### src/rtl/mips_pkg.sv
// Shared EX-stage constants: ALUOp codes, R-type funct values, FSM encoding.
package mips_pkg;

    localparam int XLEN = 32;

    // ALUOp field of the EX control word
    localparam logic [2:0] ALUOP_ADD   = 3'b000;
    localparam logic [2:0] ALUOP_SUB   = 3'b001;
    localparam logic [2:0] ALUOP_RTYPE = 3'b010;
    localparam logic [2:0] ALUOP_AND   = 3'b011;
    localparam logic [2:0] ALUOP_OR    = 3'b100;
    localparam logic [2:0] ALUOP_SLT   = 3'b101;

    // R-type funct field
    localparam logic [5:0] FN_ADD   = 6'h20;
    localparam logic [5:0] FN_SUB   = 6'h22;
    localparam logic [5:0] FN_AND   = 6'h24;
    localparam logic [5:0] FN_OR    = 6'h25;
    localparam logic [5:0] FN_SLT   = 6'h2A;
    localparam logic [5:0] FN_MFHI  = 6'h10;
    localparam logic [5:0] FN_MFLO  = 6'h12;
    localparam logic [5:0] FN_MULTU = 6'h19;
    localparam logic [5:0] FN_DIVU  = 6'h1B;

    // Multi-cycle engine state encoding
    localparam logic [0:0] ST_IDLE = 1'b0;
    localparam logic [0:0] ST_BUSY = 1'b1;

    typedef enum logic {
        MD_MULTU = 1'b0,
        MD_DIVU  = 1'b1
    } md_op_e;

endpackage

### src/rtl/muldiv_iter.sv
// Iterative unsigned multiply / restoring divide, one bit per cycle.
// Owns the HI/LO architectural registers.
module muldiv_iter
    import mips_pkg::*;
#(
    parameter int WIDTH = 32
) (
    input  logic             clk,
    input  logic             rst_n,
    input  logic             start,
    input  md_op_e           op,
    input  logic [WIDTH-1:0] op_a,
    input  logic [WIDTH-1:0] op_b,
    output logic             busy,
    output logic             done,
    output logic [WIDTH-1:0] hi,
    output logic [WIDTH-1:0] lo
);

    logic [0:0]       state;
    logic [4:0]       cnt;
    md_op_e           op_q;
    logic [WIDTH-1:0] opnd;      // multiplicand or divisor
    // acc[2W:W] partial product / remainder, acc[W-1:0] multiplier / quotient
    logic [2*WIDTH:0] acc;
    logic [2*WIDTH:0] acc_nxt;
    logic [WIDTH:0]   msum;
    logic [WIDTH:0]   rsh;

    assign busy = (state == ST_BUSY);
    assign done = busy && (cnt == 5'd0);

    // One iteration step. Divisor 0 needs no special case: every trial
    // subtract succeeds, so quotient becomes all ones and the remainder
    // collects the whole dividend.
    always_comb begin
        msum    = acc[2*WIDTH:WIDTH] + (acc[0] ? {1'b0, opnd} : '0);
        rsh     = {acc[2*WIDTH-1:WIDTH], acc[WIDTH-1]};
        acc_nxt = acc;
        if (op_q == MD_MULTU) begin
            acc_nxt = {1'b0, msum, acc[WIDTH-1:1]};
        end else if (rsh >= {1'b0, opnd}) begin
            acc_nxt = {rsh - {1'b0, opnd}, acc[WIDTH-2:0], 1'b1};
        end else begin
            acc_nxt = {rsh, acc[WIDTH-2:0], 1'b0};
        end
    end

    // FSM, counter, datapath and HI/LO update
    always_ff @(posedge clk) begin
        if (!rst_n) begin
            state <= ST_IDLE;
            cnt   <= 5'd0;
            op_q  <= MD_MULTU;
            opnd  <= '0;
            acc   <= '0;
            hi    <= '0;
            lo    <= '0;
        end else begin
            case (state)
                ST_IDLE: begin
                    if (start) begin
                        state <= ST_BUSY;
                        cnt   <= 5'(WIDTH - 1);
                        op_q  <= op;
                        opnd  <= op_b;
                        acc   <= {{(WIDTH+1){1'b0}}, op_a};
                    end
                end
                default: begin
                    acc <= acc_nxt;
                    cnt <= cnt - 5'd1;
                    if (cnt == 5'd0) begin
                        state <= ST_IDLE;
                        hi    <= acc_nxt[2*WIDTH-1:WIDTH];
                        lo    <= acc_nxt[WIDTH-1:0];
                    end
                end
            endcase
        end
    end

endmodule

### src/rtl/ex_stage_muldiv.sv
// MIPS EX stage: single-cycle ALU plus iterative multu/divu with HI/LO,
// registering the EX/MEM pipeline fields.
module ex_stage_muldiv
    import mips_pkg::*;
#(
    parameter int WIDTH = 32
) (
    input  logic             clk,
    input  logic             rst_n,
    input  logic             in_valid,
    input  logic [4:0]       in_EX,
    input  logic [WIDTH-1:0] in_Dato1,
    input  logic [WIDTH-1:0] in_Dato2,
    input  logic [WIDTH-1:0] in_Extend,
    input  logic [4:0]       in_b20_16,
    input  logic [4:0]       in_b15_11,
    output logic [WIDTH-1:0] ou_ALURes,
    output logic [WIDTH-1:0] ou_Dato2,
    output logic [4:0]       ou_WReg,
    output logic             ou_Zero,
    output logic             ou_valid,
    output logic             ou_stall
);

    logic             reg_dst;
    logic [2:0]       alu_op;
    logic             alu_src;
    logic [5:0]       funct;
    logic [WIDTH-1:0] opb;
    logic [WIDTH-1:0] res;
    logic             is_md;
    logic             md_start;
    logic             md_busy;
    logic             md_done;
    md_op_e           md_op;
    logic [WIDTH-1:0] hi;
    logic [WIDTH-1:0] lo;

    assign reg_dst = in_EX[4];
    assign alu_op  = in_EX[3:1];
    assign alu_src = in_EX[0];
    assign funct   = in_Extend[5:0];
    assign opb     = alu_src ? in_Extend : in_Dato2;

    assign is_md    = (alu_op == ALUOP_RTYPE) &&
                      ((funct == FN_MULTU) || (funct == FN_DIVU));
    assign md_op    = (funct == FN_DIVU) ? MD_DIVU : MD_MULTU;
    assign md_start = in_valid && is_md && !md_busy;
    assign ou_stall = md_busy;

    // Single-cycle result; HI/LO are read straight from the engine so a
    // value written on the previous edge is already visible here.
    always_comb begin
        res = '0;
        case (alu_op)
            ALUOP_ADD: res = in_Dato1 + opb;
            ALUOP_SUB: res = in_Dato1 - opb;
            ALUOP_AND: res = in_Dato1 & opb;
            ALUOP_OR:  res = in_Dato1 | opb;
            ALUOP_SLT: res = ($signed(in_Dato1) < $signed(opb)) ? WIDTH'(1) : '0;
            ALUOP_RTYPE: begin
                case (funct)
                    FN_ADD:  res = in_Dato1 + opb;
                    FN_SUB:  res = in_Dato1 - opb;
                    FN_AND:  res = in_Dato1 & opb;
                    FN_OR:   res = in_Dato1 | opb;
                    FN_SLT:  res = ($signed(in_Dato1) < $signed(opb)) ? WIDTH'(1) : '0;
                    FN_MFHI: res = hi;
                    FN_MFLO: res = lo;
                    default: res = '0;
                endcase
            end
            default: res = '0;
        endcase
    end

    muldiv_iter #(.WIDTH(WIDTH)) u_muldiv (
        .clk   (clk),
        .rst_n (rst_n),
        .start (md_start),
        .op    (md_op),
        .op_a  (in_Dato1),
        .op_b  (in_Dato2),
        .busy  (md_busy),
        .done  (md_done),
        .hi    (hi),
        .lo    (lo)
    );

    // EX/MEM register: frozen-invalid while the engine runs, and an
    // accepted multu/divu produces no writeback entry.
    always_ff @(posedge clk) begin
        if (!rst_n) begin
            ou_ALURes <= '0;
            ou_Dato2  <= '0;
            ou_WReg   <= '0;
            ou_Zero   <= 1'b0;
            ou_valid  <= 1'b0;
        end else if (md_busy) begin
            ou_valid  <= 1'b0;
        end else begin
            ou_ALURes <= res;
            ou_Dato2  <= in_Dato2;
            ou_WReg   <= reg_dst ? in_b15_11 : in_b20_16;
            ou_Zero   <= (res == '0);
            ou_valid  <= in_valid && !is_md;
        end
    end

endmodule
### config.mk
export PLATFORM = sky130hd
export DESIGN_NAME = ex_stage_muldiv
export DESIGN_NICKNAME = d
export VERILOG_FILES = /design/src/rtl/mips_pkg.sv /design/src/rtl/muldiv_iter.sv /design/src/rtl/ex_stage_muldiv.sv
export SDC_FILE = /design/constraint.sdc
export NUM_CORES = 1
export LEC_CHECK = 0
export BUFFER_PORTS_ARGS = -buffer_cell sky130_fd_sc_hd__buf_2
export CORE_ASPECT_RATIO = 1.25
export CORE_MARGIN = 2
export CORE_UTILIZATION = 61
export CTS_BUF_LIST = sky130_fd_sc_hd__clkbuf_8 sky130_fd_sc_hd__clkbuf_16
export DETAILED_ROUTE_END_ITERATION = 16
export HOLD_SLACK_MARGIN = 0.15
export PLACE_DENSITY = 0.92
export SLEW_MARGIN = 20
export SYNTH_ARGS = -nofsm -noshare
export SYNTH_HDL_FRONTEND = slang
export SYNTH_SLANG_ARGS = --single-unit
export TNS_END_PERCENT = 50
### constraint.sdc
create_clock -name clk -period 5.26 [get_ports clk]
set_input_delay 0.263 -clock clk [delete_from_list [all_inputs] [get_ports clk]]
set_output_delay 0.263 -clock clk [all_outputs]
set_load 0.05 [all_outputs]
==> results of run 1 <==
flip-flops by register name, indices dropped and copies added (netlist names):
name           flops
ou_ALURes         32
ou_Zero            1
ou_valid           1
u_muldiv.lo       32
ou_Dato2          32
u_muldiv.acc      65
ou_WReg            5
u_muldiv.busy      1
u_muldiv.hi       32
u_muldiv.opnd     32
u_muldiv.cnt       5
u_muldiv.op_q      1
metrics by stage:
stage | total power, mW | worst slack [ns] | instance area (µm²) | cells
CTS | 5.155 | 0.6377 | 22670 | 3241
floorplan | 2.761 | 0.7687 | 20100 | 2667
global route | 5.349 | 0.1762 | 22670 | 3242
detailed placement | 3.182 | 0.4023 | 21340 | 3154
global placement | 3.182 | 0.5251 | 21340 | 3154
finish | 5.220 | 0.5365 | 22670 | 3242
cell type report:
class / count / area, µm² / share of cell area, %
clock inverter: 15 / 221.5 / 0.9769
sequential: 239 / 4792 / 21.14
tap: 418 / 523.0 / 2.307
inverter: 171 / 646.9 / 2.853
clock buffer: 29 / 680.7 / 3.002
antenna: 1 / 2.502 / 0.01104
multi-input combinational: 2082 / 13990 / 61.72
timing repair buffer: 287 / 1812 / 7.992
cells by family (layout without fill, tap and decap cells):
group / count (synthesis) / in the layout / share of synthesized area [%]
AO/OA/AOI/OAI: 839 / 839 / 28.41
multiplexers: 163 / 163 / 8.186
adder cells (fa/ha/maj): 167 / 167 / 10.55
XOR/XNOR: 65 / 65 / 2.832
flip-flops: 239 / 239 / 23.80
AND/OR/NAND/NOR: 848 / 848 / 19.55
other: 0 / 1 / 0
buffers and inverters: 346 / 502 / 6.673
worst max-delay path by stage:
stage,startpoint,to,slack [ns],cells after the start
floorplan,in_Extend[1],ou_Zero,0.77,17
global placement,in_EX[0],ou_Zero,0.53,19
detailed placement,in_EX[0],ou_Zero,0.40,17
CTS,in_Dato2[1],ou_Zero,0.64,18
global route,in_Dato2[1],ou_Zero,0.18,18
finish,in_Dato2[1],ou_Zero,0.54,18
cells in the final DEF (no fill, tap or decap), drive strengths merged, types with 29 or more instances in the layout:
cell and n:
clkbuf 29, nor3 57, dfxtp 239, a211oi 129, nand2 240, and3 29
inv 175, o21ai 124, xnor2 44, mux2i 152, o211ai 32, a21o 45
ha 163, buf 244, nand3 40, dlygate4sd3 43, a21oi 230, and2 41
nor2 303
repair_timing:
| action | CTS | global route |
|---|---|---|
| endpoints found under the hold margin | 70 | 0 |
| hold buffers | 43 | 0 |
| setup endpoints to repair | 0 | 0 |
worst max-delay path, stage by stage:
cell           delay, ns
dlygate4sd3_1       0.55
buf_2               0.16
mux2i_1             0.32
inv_1               0.15
ha_1                0.24
a211oi_1            0.62
nor3_1              0.22
nor3_1              0.25
o221ai_1            0.16
a2111oi_0           0.67
o211ai_1            0.17
nor4_1              0.31
nand4_1             0.14
buf_4               0.20
nor4_1              0.29
nand4_1             0.13
buf_4               0.17
o31ai_1             0.17
power by group through the flow:
stage          clock network (mW)  registers, mW  logic, mW
2_1_floorplan                   0           2.06      0.705
3_3_place_gp                    0           1.91       1.27
3_5_place_dp                    0           1.92       1.27
4_1_cts                      1.98           1.88       1.30
5_1_grt                      2.05           1.88       1.42
6_report                     1.99           1.88       1.35
routing by layer:
layer	vias to the layer above	GRT usage (%)	share of wire (%)
met5	-	0	0.021
met4	2	27.28	7.0
met3	418	8.904	11
met2	1592	76.35	46
met1	10554	54.62	37
li1	9941	-	-
==> impl_results.md, run 1 <==
* Number of buffers added on ports at approximately 190
* Post-synth EDFFs at 0
* DR vias/cell at 6.942
* Gr usage total at 45.56%
* Clk_lat worst skew at a little under 0.6 ns
* Worst Hold Path EP: u_muldiv.acc[48]
* Clock sink total at around 240
* Clock Tree Root: clkbuf_16
* Clock transition at path regs at around 0.07 ns
* Placement row count at between 70 and 80
* Internal at about 3.5 mW
* Max_slew headroom at between 20% and 30%
* ANT nets after route at 0
* Reg-to-Reg Start: u_muldiv.acc[0]
* Clk buf depth at 3
* Fin. max-slew vios at 0
* FF-to-FF path depth at 16
* Worst Skew at ~0.036 ns
* Vias after detailed routing at 22507
* HPWL Detailed at around 60 mm
* PwrDens at between 200 and 250 nW/µm²
* Synth warn at 0
* Top FF cell, synth: dfxtp_1
* Count leader, synth: nor2_1
* Hold_ws at about 0.19 ns
* Grt total ovfl at 0
* RR Endpoint: u_muldiv.hi[29]
* Worst setup SP type: primary input
* Hold Path Origin: rst_n
* Hold Path Class: in2reg
* CTS tree: yes
* Area growth syn-to-layout at 12.79%
* Iter 0 DRT Violations at 2740
* Hold Violations, Final at 0
* Seq pwr share at 36.0%
* R2R Setup Slk at a little under 0.7 ns
* Clk pwr share at about two fifths
* Syn Area/Cell at 7.536 µm²
* Mapped cell area at ~20000 µm²
* Seq cells post-synth at approximately 240
* Pleak at slightly below 10 nW
* Syn_nets at just under 3000
* Initial core utilization at 61.67%
* Comb power frac at roughly a quarter
* CP Data Required Time at about 5.7 ns
* Crit path DAT at between 5 and 6 ns
* Final setup vio count at 0
* Yosys cell types at slightly above 90
* Post-Synthesis Cells at between 2000 and 3000
* Most frequent cells after synthesis: nor2_1, nand2_1, dfxtp_1
* Largest net degree at the start of global routing at 82
* DR pass1 iterations at 8
* Post-Route Setup TNS at 0 ns
* Tmin final at 4.724 ns
* Max cap viols at 0
* Status: finished clean
* Sequential element share of the synthesized area at 23.80%
* Setup repair bufs after CTS at 0
* Area leader, netlist: dfxtp_1
* CP Class: in2reg
* Number of fill cells at 2523
* Net Switching at 1.759 mW
* Switch share at 33.69%
* I/O pin total at roughly 190
* Layout cells sized above 1 at roughly 12%
* # DRC at 0
* Final Util at 69.56%
* Gpl congestion at between 1 and 1.5
* Nets@finish at 3087
* Period utilization at 89.80%
* Core Region at about 33000 µm²
* CTS H-tree lvls at 1
* First-pass GRT wire length at 123.4 mm
* CP endpoint kind: flop
* Die W at 166.4 µm
* Synth async-reset ratio at 0%
* Die area at ~34000 µm²
* Hold path cells at 3
* Worst-Margin Slew at between 1 and 1.5 ns
* Share of the synthesized area in the top cell type at 23.80%
* Post-CTS Resized at 0
* Chip height at a little over 200 µm
* CP Max Fanout at 6
* Clock buffer count from CTS at 25
* Average wire per standard cell at approximately 25 µm
* Fmax at around 0.21 GHz
* Vias in the first global route at around 21000
* Worst IR drop on VDD at 0.0002698 V
* Synth top area cells: dfxtp_1, ha_1, mux2i_1
* Total wire length at 82.51 mm
* Initial antenna violation count at 2
* RSZ-0062 raised after global routing: no
Power figures use the tool's default switching activity.
==> run 2: changes to the inputs <==
--- a/config.mk
+++ b/config.mk
@@ -16,5 +16,6 @@
 export SLEW_MARGIN = 20
 export SYNTH_ARGS = -nofsm -noshare
 export SYNTH_HDL_FRONTEND = slang
+export SYNTH_HIERARCHICAL = 1
 export SYNTH_SLANG_ARGS = --single-unit
 export TNS_END_PERCENT = 50
==> run 2 against run 1 <==
Against the previous run: combinational power is essentially flat; non-clock buffer count shrank 17; largest power group unchanged; register-to-register slack gained 0.57 ns; largest cell class unchanged; clock power is essentially flat.
==> impl_results.md, run 2 <==
* Vias after detailed routing at approximately 22000
* Area growth syn-to-layout at 12.36%
* Count leader, synth: nand2_1
* Hold Path Class: in2reg
* Yosys cell types at 102
* Pleak at roughly 9.4 nW
* Number of fill cells at approximately 2500
* Die W at 164.6 µm
* CP endpoint kind: flop
* Fin. max-slew vios at 0
* Max_slew headroom at 21.54%
* Synth warn at 6
* Clock sink total at 239
* Nets@finish at between 2000 and 3000
* Share of the synthesized area in the top cell type at 24.32%
* Setup ws final at 0.7275 ns
* Reg-to-Reg Start: u_muldiv/acc[0]
* Area leader, netlist: dfxtp_1
* Hold buffers post-CTS at 45
* Final setup vio count at 0
* CP Class: in2reg
* R2R Setup Slk at approximately 1.3 ns
* Largest net degree at the start of global routing at between 80 and 90
* Max reg flops at 65
* Die area at 33710 µm²
* Hold Path Origin: in_Dato1[11]
* Hold path cells at 3
* Placement row count at 73
* Chip height at approximately 200 µm
* Number of buffers added on ports at approximately 190
* Top FF cell, synth: dfxtp_1
* Initial antenna violation count at 3
* Average wire per standard cell at between 20 and 30 µm
* Period utilization at a little under nine tenths
* Fmax at roughly 0.22 GHz
* Gr usage total at between 40% and 50%
* CP Launch Point: in_Dato2[0]
* Worst-Margin Slew at 1.173 ns
* Worst Hold Path EP: u_muldiv/acc[11]
* CP Data Required Time at 5.74 ns
* ANT nets after route at 0
* Clock Tree Root: clkbuf_16
* # DRC at 0
* Mapped cell area at ~20000 µm²
* Iter 0 DRT Violations at around 2700
* Synth top area cells: dfxtp_1, ha_1, mux2i_1
* Worst slack, placed at ~0.55 ns
* Hold Violations, Final at 0
* RSZ-0062 raised after global routing: no
* CP Max Fanout at 4
* DR pass1 iterations at 6
* Layout cells sized above 1 at around 12%
* Area of the multi-input gates at between 10000 and 15000 µm²
* Post-Route Setup TNS at 0 ns
* Commonest non-fill, non-tap cell in the layout: nand2_1
* PwrDens at roughly 230 nW/µm²
* First-pass GRT wire length at roughly 120 mm
* Max cap viols at 0
* Seq cells post-synth at 239
* Grt total ovfl at 0
* HPWL Detailed at between 50 and 60 mm
* Synth async-reset ratio at 0%
* Clk buf depth at 3
* Initial core utilization at 61.89%
* Most frequent cells after synthesis: nand2_1, dfxtp_1, nor2_1
* Post-Synthesis Cells at 2575
* DR vias/cell at approximately 7
* Worst IR drop on VDD at approximately 0.00031 V
* Post-synth EDFFs at 0
* Crit path DAT at ~5 ns
* Total wire length at 81.35 mm
* I/O pin total at approximately 190
* Core Region at 31790 µm²
* Syn Area/Cell at ~7.6 µm²
* Commonest non-fill, non-tap cells in the layout: nand2_1, dfxtp_1, nor2_1, a21oi_1, buf_2
* CTS H-tree lvls at 1
* Vias in the first global route at around 21000
* FF-to-FF path depth at 13
* FF/Latch Area at around 4800 µm²
* Gpl congestion at 1.022
* Clock buffer count from CTS at 26
* Syn_nets at between 2000 and 3000
* Status: finished clean
* Worst Skew at 0.02141 ns
* Top reg by flops: u_muldiv/acc
* Worst setup SP type: primary input
* CTS tree: yes
* Clk_lat worst skew at ~0.57 ns
* Setup repair bufs after CTS at 0
* Clock transition at path regs at 0.07 ns
* Post-CTS Resized at 0
* RR Endpoint: u_muldiv/hi[29]
* Sequential element share of the synthesized area at 24.32%
* Tmin final at between 4 and 5 ns
## run 2: changes by cell type after synthesis, moves of 8 or more
cell,previous run,this run
o22ai_1,19,8
a22oi_1,5,23
a21o_1,45,35
a31oi_1,24,38
nor2b_1,18,58
inv_1,171,152
clkbuf_1,132,119
nand3_1,40,31
nand2b_1,23,15
nor2_1,303,230
a22o_1,12,22
mux2i_1,152,125
nand2_1,240,267
and3_1,29,13
## run 2: area by class of cell
cell class,count,share of cell area [%]
multi-input combinational,2018,61.66
tap,412,2.332
timing repair buffer,270,7.586
clock buffer,31,3.306
clock inverter,17,0.7869
inverter,154,2.621
sequential,239,21.68
antenna,2,0.02264
## run 2: logic make-up (layout without fill, tap and decap cells)
logic type | after synthesis | in the layout | synth area share, %
AND/OR/NAND/NOR | 819 | 819 | 19.63
adder cells (fa/ha/maj) | 169 | 169 | 10.90
multiplexers | 131 | 131 | 6.723
flip-flops | 239 | 239 | 24.32
other | 0 | 2 | 0
buffers and inverters | 318 | 472 | 6.519
AO/OA/AOI/OAI | 827 | 827 | 28.69
XOR/XNOR | 72 | 72 | 3.206
## run 2: power breakdown
| group | switching, mW | leakage, nW | internal (mW) |
|---|---|---|---|
| clock network | 0.840 | 0.460 | 1.14 |
| registers | 0.0258 | 1.94 | 1.85 |
| logic | 0.910 | 6.97 | 0.415 |
## run 2: worst max path at each step
stage,depth (start not counted),slack [ns],endpoint
4_1_cts,19,0.89,ou_Zero
6_report,19,0.73,ou_Zero
3_5_place_dp,15,0.55,ou_Zero
5_1_grt,19,0.63,ou_Zero
3_3_place_gp,15,0.58,ou_Zero
2_1_floorplan,16,1.07,ou_Zero
## run 2: metal layers
layer / vias up / GRT usage, % / part of all wire [%]
met5: - / 0 / 0.034
met2: 1709 / 76.87 / 45
met4: 4 / 31.96 / 8.4
li1: 9594 / - / -
met3: 493 / 9.091 / 11
met1: 10279 / 54.72 / 35
## run 2: through the flow
stage	power, mW	cell area, µm²	util, %	hold slack (ns)	std cells
after floorplan	2.734	19670	-	0.3990	2575
after global placement	3.151	20740	65.25	0.4472	3048
after detailed placement	3.156	20740	65.25	0.4471	3048
after CTS	5.105	22100	69.52	0.1524	3141
after global routing	5.303	22100	69.53	0.1818	3142
final	5.185	22100	69.54	0.1698	3143
## run 2: critical path, stage by stage
cell and delay [ns]:
dlygate4sd3_1 0.53, buf_2 0.19, mux2i_1 0.12, inv_1 0.10, ha_1 0.25, inv_1 0.08
fa_1 0.41, nand2b_1 0.18, a21oi_1 0.33, o211ai_1 0.31, a21boi_0 0.39, o221a_2 0.26
nor2_1 0.04, a2111oi_0 0.44, buf_4 0.25, o2111ai_1 0.11, nor4_1 0.34, nand4_1 0.17
o31ai_2 0.22
